**config.mk**
```make
export PLATFORM = sky130hd
export DESIGN_NAME = fcvt_f2i_pipe
export DESIGN_NICKNAME = d
export VERILOG_FILES = /design/src/rtl/fcvt_f2i_pipe.sv
export SDC_FILE = /design/constraint.sdc
export NUM_CORES = 1
export LEC_CHECK = 0
export CAP_MARGIN = 20
export CORE_MARGIN = 8
export CORE_UTILIZATION = 50
export CTS_BUF_LIST = sky130_fd_sc_hd__clkbuf_4 sky130_fd_sc_hd__clkbuf_8
export DETAILED_ROUTE_END_ITERATION = 10
export PLACE_DENSITY = 0.7
export SYNTH_ARGS = -nofsm -noshare
export SYNTH_HDL_FRONTEND = slang
export SYNTH_SLANG_ARGS = --single-unit
```
**constraint.sdc**
```tcl
create_clock -name clk -period 4.59 [get_ports clk]
set_input_delay 0.6885 -clock clk [delete_from_list [all_inputs] [get_ports clk]]
set_output_delay 0.6885 -clock clk [all_outputs]
set_load 0.03 [all_outputs]
```
**src/rtl/fcvt_f2i_pipe.sv**
```systemverilog
// Two-stage float32 -> int32/uint32 converter (FCVT.W.S / FCVT.WU.S).
// Define FCVT_F2I_FFLAGS_EN to build the NV/NX flag path.
module fcvt_f2i_pipe (
    input  logic        clk,
    input  logic        reset_n,
    input  logic        in_valid,
    output logic        in_ready,
    input  logic [31:0] op_a,
    input  logic [2:0]  rm,
    input  logic        is_unsigned,
    output logic        out_valid,
    input  logic        out_ready,
    output logic [31:0] result,
    output logic [4:0]  fflags
);

    logic out_load;
    logic s1_load;

    logic        s1_valid_q;
    logic [31:0] s1_int_q;
    logic        s1_g_q;
    logic        s1_s_q;
    logic        s1_sign_q;
    logic        s1_nan_q;
    logic        s1_huge_q;
    logic [2:0]  s1_rm_q;
    logic        s1_uns_q;

    logic        out_valid_q;
    logic [31:0] result_q;

    assign out_load = !out_valid_q | out_ready;
    assign s1_load  = !s1_valid_q | out_load;
    assign in_ready = s1_load;

    // Stage 1: unpack and align
    logic        a_sign;
    logic [7:0]  a_exp;
    logic [22:0] a_man;
    logic [23:0] a_sig;
    logic signed [9:0] a_e;
    logic [4:0]  rsh;
    logic [3:0]  lsh;
    logic [47:0] rtmp;
    logic [31:0] ltmp;
    logic [31:0] int_d;
    logic        g_d;
    logic        s_d;
    logic        nan_d;
    logic        huge_d;
    logic        normal;

    assign a_sign = op_a[31];
    assign a_exp  = op_a[30:23];
    assign a_man  = op_a[22:0];
    assign a_sig  = {(a_exp != 8'd0), a_man};
    assign a_e    = $signed({2'b00, a_exp}) - 10'sd127;
    // Low bits suffice: right shifts only for e in [-1,22], left for [23,31]
    assign rsh    = 5'd23 - a_e[4:0];
    assign lsh    = a_e[3:0] - 4'd7;
    assign rtmp   = {a_sig, 24'b0} >> rsh;
    assign ltmp   = {8'b0, a_sig} << lsh;
    assign normal = (a_exp != 8'd0) && (a_exp != 8'hFF);

    always_comb begin
        int_d  = 32'd0;
        g_d    = 1'b0;
        s_d    = 1'b0;
        nan_d  = (a_exp == 8'hFF) && (a_man != 23'd0);
        huge_d = (a_exp == 8'hFF) && (a_man == 23'd0);
        if (a_exp == 8'd0) begin
            s_d = (a_man != 23'd0);
        end else if (normal) begin
            if (a_e >= 10'sd32) begin
                huge_d = 1'b1;
            end else if (a_e >= 10'sd23) begin
                int_d = ltmp;
            end else if (a_e >= -10'sd1) begin
                int_d = {8'b0, rtmp[47:24]};
                g_d   = rtmp[23];
                s_d   = |rtmp[22:0];
            end else begin
                s_d = 1'b1;
            end
        end
    end

    always_ff @(posedge clk or negedge reset_n) begin
        if (!reset_n) begin
            s1_valid_q <= 1'b0;
            s1_int_q   <= 32'd0;
            s1_g_q     <= 1'b0;
            s1_s_q     <= 1'b0;
            s1_sign_q  <= 1'b0;
            s1_nan_q   <= 1'b0;
            s1_huge_q  <= 1'b0;
            s1_rm_q    <= 3'd0;
            s1_uns_q   <= 1'b0;
        end else if (s1_load) begin
            s1_valid_q <= in_valid;
            if (in_valid) begin
                s1_int_q  <= int_d;
                s1_g_q    <= g_d;
                s1_s_q    <= s_d;
                s1_sign_q <= a_sign;
                s1_nan_q  <= nan_d;
                s1_huge_q <= huge_d;
                s1_rm_q   <= rm;
                s1_uns_q  <= is_unsigned;
            end
        end
    end

    // Stage 2: round and saturate
    logic        inc;
    logic [32:0] mag;
    logic        inv;
    logic        sat_pos;
    logic [31:0] result_d;

    always_comb begin
        case (s1_rm_q)
            3'b000:  inc = s1_g_q & (s1_s_q | s1_int_q[0]);
            3'b010:  inc = s1_sign_q & (s1_g_q | s1_s_q);
            3'b011:  inc = ~s1_sign_q & (s1_g_q | s1_s_q);
            3'b100:  inc = s1_g_q;
            default: inc = 1'b0;
        endcase
    end

    assign mag     = {1'b0, s1_int_q} + {32'd0, inc};
    assign sat_pos = s1_nan_q | ~s1_sign_q;

    always_comb begin
        inv = s1_nan_q | s1_huge_q;
        if (s1_uns_q) begin
            if (s1_sign_q) inv = inv | (mag != 33'd0);
            else           inv = inv | mag[32];
        end else begin
            if (s1_sign_q) inv = inv | mag[32] | (mag[31] & |mag[30:0]);
            else           inv = inv | mag[32] | mag[31];
        end
    end

    always_comb begin
        if (inv) begin
            if (s1_uns_q) result_d = sat_pos ? 32'hFFFF_FFFF : 32'h0000_0000;
            else          result_d = sat_pos ? 32'h7FFF_FFFF : 32'h8000_0000;
        end else if (s1_sign_q && !s1_uns_q) begin
            result_d = 32'd0 - mag[31:0];
        end else begin
            result_d = mag[31:0];
        end
    end

    always_ff @(posedge clk or negedge reset_n) begin
        if (!reset_n) begin
            out_valid_q <= 1'b0;
            result_q    <= 32'd0;
        end else if (out_load) begin
            out_valid_q <= s1_valid_q;
            if (s1_valid_q) result_q <= result_d;
        end
    end

    assign out_valid = out_valid_q;
    assign result    = result_q;

`ifdef FCVT_F2I_FFLAGS_EN
    logic [4:0] fflags_q;
    logic [4:0] fflags_d;

    assign fflags_d = {inv, 3'b000, (s1_g_q | s1_s_q) & ~inv};

    always_ff @(posedge clk or negedge reset_n) begin
        if (!reset_n) begin
            fflags_q <= 5'd0;
        end else if (out_load && s1_valid_q) begin
            fflags_q <= fflags_d;
        end
    end

    assign fflags = fflags_q;
`else
    assign fflags = 5'b0;
`endif

endmodule

```
# Word-level counts from Yosys, hierarchy flattened
# Index checks and enable logic that the tools add are counted.
[word_totals]
register_bits = 75
out_inout_bits = 39
elab_cells = 85
[classes]
n_addsub = 5
magnitude_cmp = 3
n_eq_ne = 5
shifts = 2
muxes = 27
n_bitwise = 15
reduce_logical = 17
[ops]
columns = ["op", "n"]
rows = [
  ["$mux 32", 9],
  ["$shr 48x5->48", 1],
  ["$add 32x1->33", 1],
  ["$reduce_bool 33->1", 1],
  ["$shl 24x4->32", 1],
  ["$sub 1x32->32 const A", 1],
  ["$reduce_or 31->1", 1],
  ["$mux 24", 1],
  ["$logic_not 23->1", 1],
  ["$reduce_bool 23->1", 1],
  ["$reduce_or 23->1", 1],
  ["$mux 1", 16],
  ["$or 1x1->1", 10],
  ["$ge 9x1->1 const B", 1],
  ["$ge 9x6->1 const B", 1],
  ["$ge 9x7->1 const B", 1],
  ["$sub 8x7->9 const B", 1],
  ["$eq 8x8->1 const B", 1],
  ["$logic_not 8->1", 1],
  ["$ne 8x8->1 const B", 1],
  ["$reduce_bool 8->1", 1],
  ["$eq 3x2->1 const B", 2],
  ["$sub 5x5->5 const A", 1],
  ["$and 1x1->1", 4],
  ["other kinds (8)", 14],
]

# Logic depth before layout (Yosys ltp)
[depth]
ltp_word = 10
ltp_mapped = 19
mapped_depth_nobuf = 17

# Least setup slack after synthesis
# No wires, ideal clock.
[synth_path]
kind = "in2reg"
start = "input port op_a[23]"
end = "register s1_int_q[16]"
setup_time_ns = 0.126
arrival_ns = 4.345
slack_ns = 0.119
stages = 14
path_buffers = 7
cell_sequence = "clkbuf_1 > clkinv_1 > buf_1 > clkbuf_1 > ha_1 > buf_2 > buf_1 > buf_1 > clkbuf_1 > mux4_2 > mux2_2 > nand2_1 > o21ai_0 > a221o_1"
[synth_between]
elab_chain_len = 8
word_cells_on_any_way = 17
[synth_lines]
columns = ["item", "line_no", "text"]
rows = [
  ["start: declaration", "8", "input logic [31:0] op_a,"],
  ["$sub 8x7->9", "58", "assign a_e = $signed({2'b00, a_exp}) - 10'sd127;"],
  ["$sub 5x5->5", "60", "assign rsh = 5'd23 - a_e[4:0];"],
  ["$shr 48x5->48", "62", "assign rtmp = {a_sig, 24'b0} >> rsh;"],
  ["$mux 24", "79", "end else if (a_e >= -10'sd1) begin"],
  ["$mux 32", "77", "end else if (a_e >= 10'sd23) begin"],
  ["$mux 32", "75", "if (a_e >= 10'sd32) begin"],
  ["$mux 32", "74", "end else if (normal) begin"],
  ["$mux 32 (*)", "72", "if (a_exp == 8'd0) begin"],
  ["end signal: assignment", "103", "s1_int_q <= int_d;"],
  ["end: declaration", "21", "logic [31:0] s1_int_q;"],
]
# Every way passes the cells marked *; elsewhere a longest branch is shown, timed or not.
# A chain may end at the register's enable or synchronous reset.

# Worst setup path in the final report
[layout_path]
start = "register s1_g_q"
end = "register result_q[30], in the netlist result[30]"
[layout_between]
elab_chain_len = 10
word_cells_on_any_way = 19
[layout_lines]
columns = ["item", "line_no", "text"]
rows = [
  ["start: declaration", "22", "logic s1_g_q;"],
  ["start signal: assignment", "104", "s1_g_q <= g_d;"],
  ["$or 1x1->1", "125, 126", ""],
  ["$and 1x1->1, on equally long branches", "126, 125", ""],
  ["$pmux 1 s4 (*)", "123", "case (s1_rm_q)"],
  ["$add 32x1->33 (*)", "132", "assign mag = {1'b0, s1_int_q} + {32'd0, inc};"],
  ["branches (longest 5 deep; another with $sub 1x32->32)", "n/a", ""],
  ["$mux 32 (*)", "147", "if (inv) begin"],
  ["end signal: assignment", "163", "if (s1_valid_q) result_q <= result_d;"],
  ["end: declaration", "31", "logic [31:0] result_q;"],
]
# Mark *: on every way between the ends.

==> flow_metrics.py <==
metrics = {
    "global_routing": {
        "grt_util_all_layers_pct": 23.4,
        "grt_pass1_vias": 7121,
        "grt_antenna_before_repair": 0,
        "overflow": 0,
        "grt_max_degree": 76,
        "grt_pass1_wl_mm": 38.1,
    },
    "timing": {
        "slew_violations": 0,
        "tns_ps": 0,
        "fmax_mhz": 240,
        "finalHoldViolations": 0,
        "rsz0062_at_grt": "false",
        "clock_skew_ps": 10.9,
        "fin_crit_ps": 4160,
        "maxSlewHeadroom_pct": 39.6,
        "worstMarginPinSlew_ps": 905,
        "setup_viol": 0,
        "period_share_pct": 90.6,
    },
    "die": {
        "rows": 46,
        "start_util_pct": 50.3,
        "die_x_um": 142,
        "core-area_um2": 15700,
        "die_h_um": 142,
        "dieArea_um2": 20000,
        "io-pin-count": 79,
    },
    "layout": {
        "antenna_cells": 0,
        "drive_above_1_share_pct": 12.9,
        "fin_nets": 1082,
        "area.growth.synth_to_final_pct": 14.9,
    },
    "clock_tree": {
        "postCtsHoldBufs": 0,
        "cts.reportedPaths.clkPinSlew_ps": 80,
        "htreeDepth": 3,
        "numCtsBuffers": 9,
        "postCtsResizedCells": 0,
        "cts_buffer_depth": 2,
        "clock_sinks": 75,
        "clk_latency_ps": 360,
        "cts_root_buf": "clkbuf_8",
        "post_cts_buffers": 0,
        "cts_tree": "yes",
    },
    "setup_path": {
        "path_common_cell": "ha_1",
        "crit_path_top_delay_cell": "dfrtp_1",
        "crit_required_ps": 4860,
        "cp_slowest_stage_delay_ps": 470,
        "critPathCaptureType": "flip-flop",
        "crit_buf_inv": 3,
        "critPathArrivalTime_ps": 4430,
        "crit_chain": "nor2_1, nor3b_1, a21oi_1, o2bb2ai_1, ha_1, ha_1, inv_1, ha_1, nor4b_1, a31oi_1, a311oi_1, buf_4, o211ai_1, a2111oi_4, a31o_1, buf_12, nand2_2, o211ai_1",
        "critical_path_class": "flip-flop to flip-flop",
        "crit_family": "compound AO/OA/AOI/OAI gates",
        "cp_max_fo": 29,
        "crit_path_start_kind": "flip-flop",
    },
    "power": {
        "p_clk_share_pct": 18.1,
        "total_power_mw": 3.16,
        "p_leak_nw": 3.46,
        "comb_power_share_pct": 51.5,
        "vdd_drop_max_uv": 185,
        "netSwitchingFraction_pct": 42.8,
        "power_switching_mw": 1.35,
        "p_per_area_nw_per_um2": 350,
        "p_int_mw": 1.81,
        "seqPwrFrac_pct": 30.4,
    },
    "min_path": {
        "hold_path_class": "input pin to asynchronous set/reset pin",
    },
    "synthesis": {
        "synthFlopType": "dfrtp_1",
        "async_flop_share_pct": 100,
        "syn_area_um2": 7880,
        "yosysSeqAreaShare_pct": 23.8,
        "ys_types": 76,
        "synth_seq_cells": 75,
        "synth_area_per_cell_um2": 7.92,
        "synth_edf_count": 0,
        "ys_warn_count": 0,
        "syn_inst": 994,
    },
    "routing": {
        "route.vias.total": 7765,
        "vias_per_cell": 6.21,
        "wl_mm": 23.4,
        "drc": 0,
        "drt-pass1-iter-count": 6,
        "antenna_left": 0,
        "drt_iter0_drc": 528,
        "routedWlPerCell_um": 18.7,
    },
    "placement": {
        "dpl.hpwl_mm": 18.3,
        "place_congestion": 0.950,
        "io_buffers": 73,
    },
    "flow_run": {
        "maxCapViolations": 0,
    },
    "outcome": {
        "status": "completed",
    },
}
## registers in the layout (all words and copies together) (netlist names)
register,flops
s1_valid_q,1
s1_nan_q,1
out_valid,1
result,32
s1_s_q,1
s1_sign_q,1
s1_uns_q,1
s1_huge_q,1
s1_rm_q,3
s1_g_q,1
s1_int_q,32
## Yosys cell counts, drive strengths merged (4+ instances only)
| cell | instances | area [um2] |
|---|---|---|
| a31oi | 21 | 131 |
| a21o | 5 | 37.5 |
| dfrtp | 75 | 1880 |
| xnor2 | 49 | 429 |
| nand2b | 10 | 62.6 |
| and3 | 11 | 68.8 |
| o22ai | 4 | 25.0 |
| a21oi | 81 | 443 |
| a22oi | 13 | 97.6 |
| a211oi | 9 | 72.6 |
| a31o | 4 | 35.0 |
| o211ai | 9 | 67.6 |
| a221o | 6 | 60.1 |
| clkbuf | 51 | 191 |
| mux2 | 29 | 327 |
| mux2i | 35 | 350 |
| and4 | 7 | 61.3 |
| nand3 | 28 | 145 |
| or3 | 7 | 43.8 |
| a22o | 13 | 114 |
| buf | 37 | 204 |
| nor2b | 8 | 50.1 |
| xor2 | 18 | 158 |
| nor4 | 13 | 103 |
| mux4 | 22 | 495 |
| o221ai | 6 | 52.6 |
| ha | 12 | 150 |
| nor3b | 6 | 45.0 |
| nand4 | 20 | 140 |
| nand2 | 103 | 389 |
| nor2 | 114 | 428 |
| nor3 | 35 | 175 |
| o31ai | 6 | 45.0 |
| o21ai | 64 | 320 |
| or4 | 4 | 30.0 |
| inv | 14 | 52.6 |
| and2 | 4 | 25.0 |
## path summary, 6_finish.rpt
check / startpoint / end / slack (ps) / cells past startpoint
worst min-delay path: reset_n / result[26] / 460 / 1
max in group asynchronous: reset_n / s1_int_q[6] / 3540 / 1
worst min register to register: result[3] / result[3] / 490 / 2
worst max register to register: s1_g_q / result[30] / 430 / 18
min in group clk: result[3] / result[3] / 490 / 2
worst max-delay path: s1_g_q / result[30] / 430 / 18
## layout make-up
| cell class | instances | area [um2] |
|---|---|---|
| clock buffers | 10 | 138 |
| well taps | 216 | 270 |
| flip-flops and latches | 75 | 1880 |
| multi-input cells | 820 | 5590 |
| repair buffers | 109 | 1030 |
| inverters | 15 | 56.3 |
| clock inverters | 6 | 88.8 |
| fillers | 1529 | 6610 |
## power by group through the flow
stage	registers (mW)	logic, mW	clock network [mW]
after floorplan	1.09	0.978	0
after global routing	0.988	1.76	0.614
after CTS	0.961	1.62	0.584
after detailed placement	0.974	1.61	0
final	0.962	1.63	0.572
after global placement	0.966	1.60	0
## cells in the final DEF (no fill, tap or decap), types with 5 or more instances in the layout
cell / count
and3_1: 11
clkdlybuf4s50_1: 71
nor2b_1: 8
or3_1: 7
dfrtp_1: 75
mux4_2: 22
mux2_2: 29
xor2_1: 17
a22oi_1: 13
o31ai_1: 6
xnor2_1: 47
a31oi_1: 21
ha_1: 11
nand2b_1: 10
a21oi_1: 71
a211oi_1: 8
nor4_1: 11
clkbuf_8: 10
and4_1: 7
a22o_1: 13
a21o_1: 5
a221o_1: 6
o211ai_1: 9
nand2_1: 102
nand3_1: 27
o221ai_1: 6
o21ai_0: 63
mux2i_1: 35
conb_1: 5
a21oi_2: 10
nand4_1: 19
buf_4: 35
inv_1: 14
nor3b_1: 6
nor2_1: 114
nor3_1: 35
## routing by layer
| metal | global-route usage (%) | routed length [um] | up-vias |
|---|---|---|---|
| li1 | - | - | 3734 |
| met1 | 29.4 | 9840 | 3636 |
| met2 | 39.2 | 11000 | 326 |
| met3 | 2.65 | 1470 | 69 |
| met4 | 11.6 | 1100 | 0 |
| met5 | 0 | 0 | - |
## metrics by stage
stage / area (um2) / hold WS, ps / worst slack (ps) / util (%) / std cells
5_1_grt: 9050 / 513 / 146 / 57.8 / 1251
6_report: 9050 / 463 / 431 / 57.8 / 1251
3_5_place_dp: 8790 / 473 / 310 / 56.2 / 1234
2_1_floorplan: 7890 / 393 / 119 / - / 998
4_1_cts: 9020 / 491 / 393 / 57.6 / 1250
3_3_place_gp: 8790 / 463 / 359 / 56.2 / 1234
## cells by family after synthesis
kind of cell | share of synthesized area [%]
adder cells (fa/ha/maj) | 1.91
flip-flops | 23.8
multiplexers | 14.9
buffers and inverters | 5.74
AO/OA/AOI/OAI | 22.5
other | 0.0476
XOR/XNOR | 7.45
AND/OR/NAND/NOR | 23.6
Note: power is estimated with default switching activity, not from simulation.
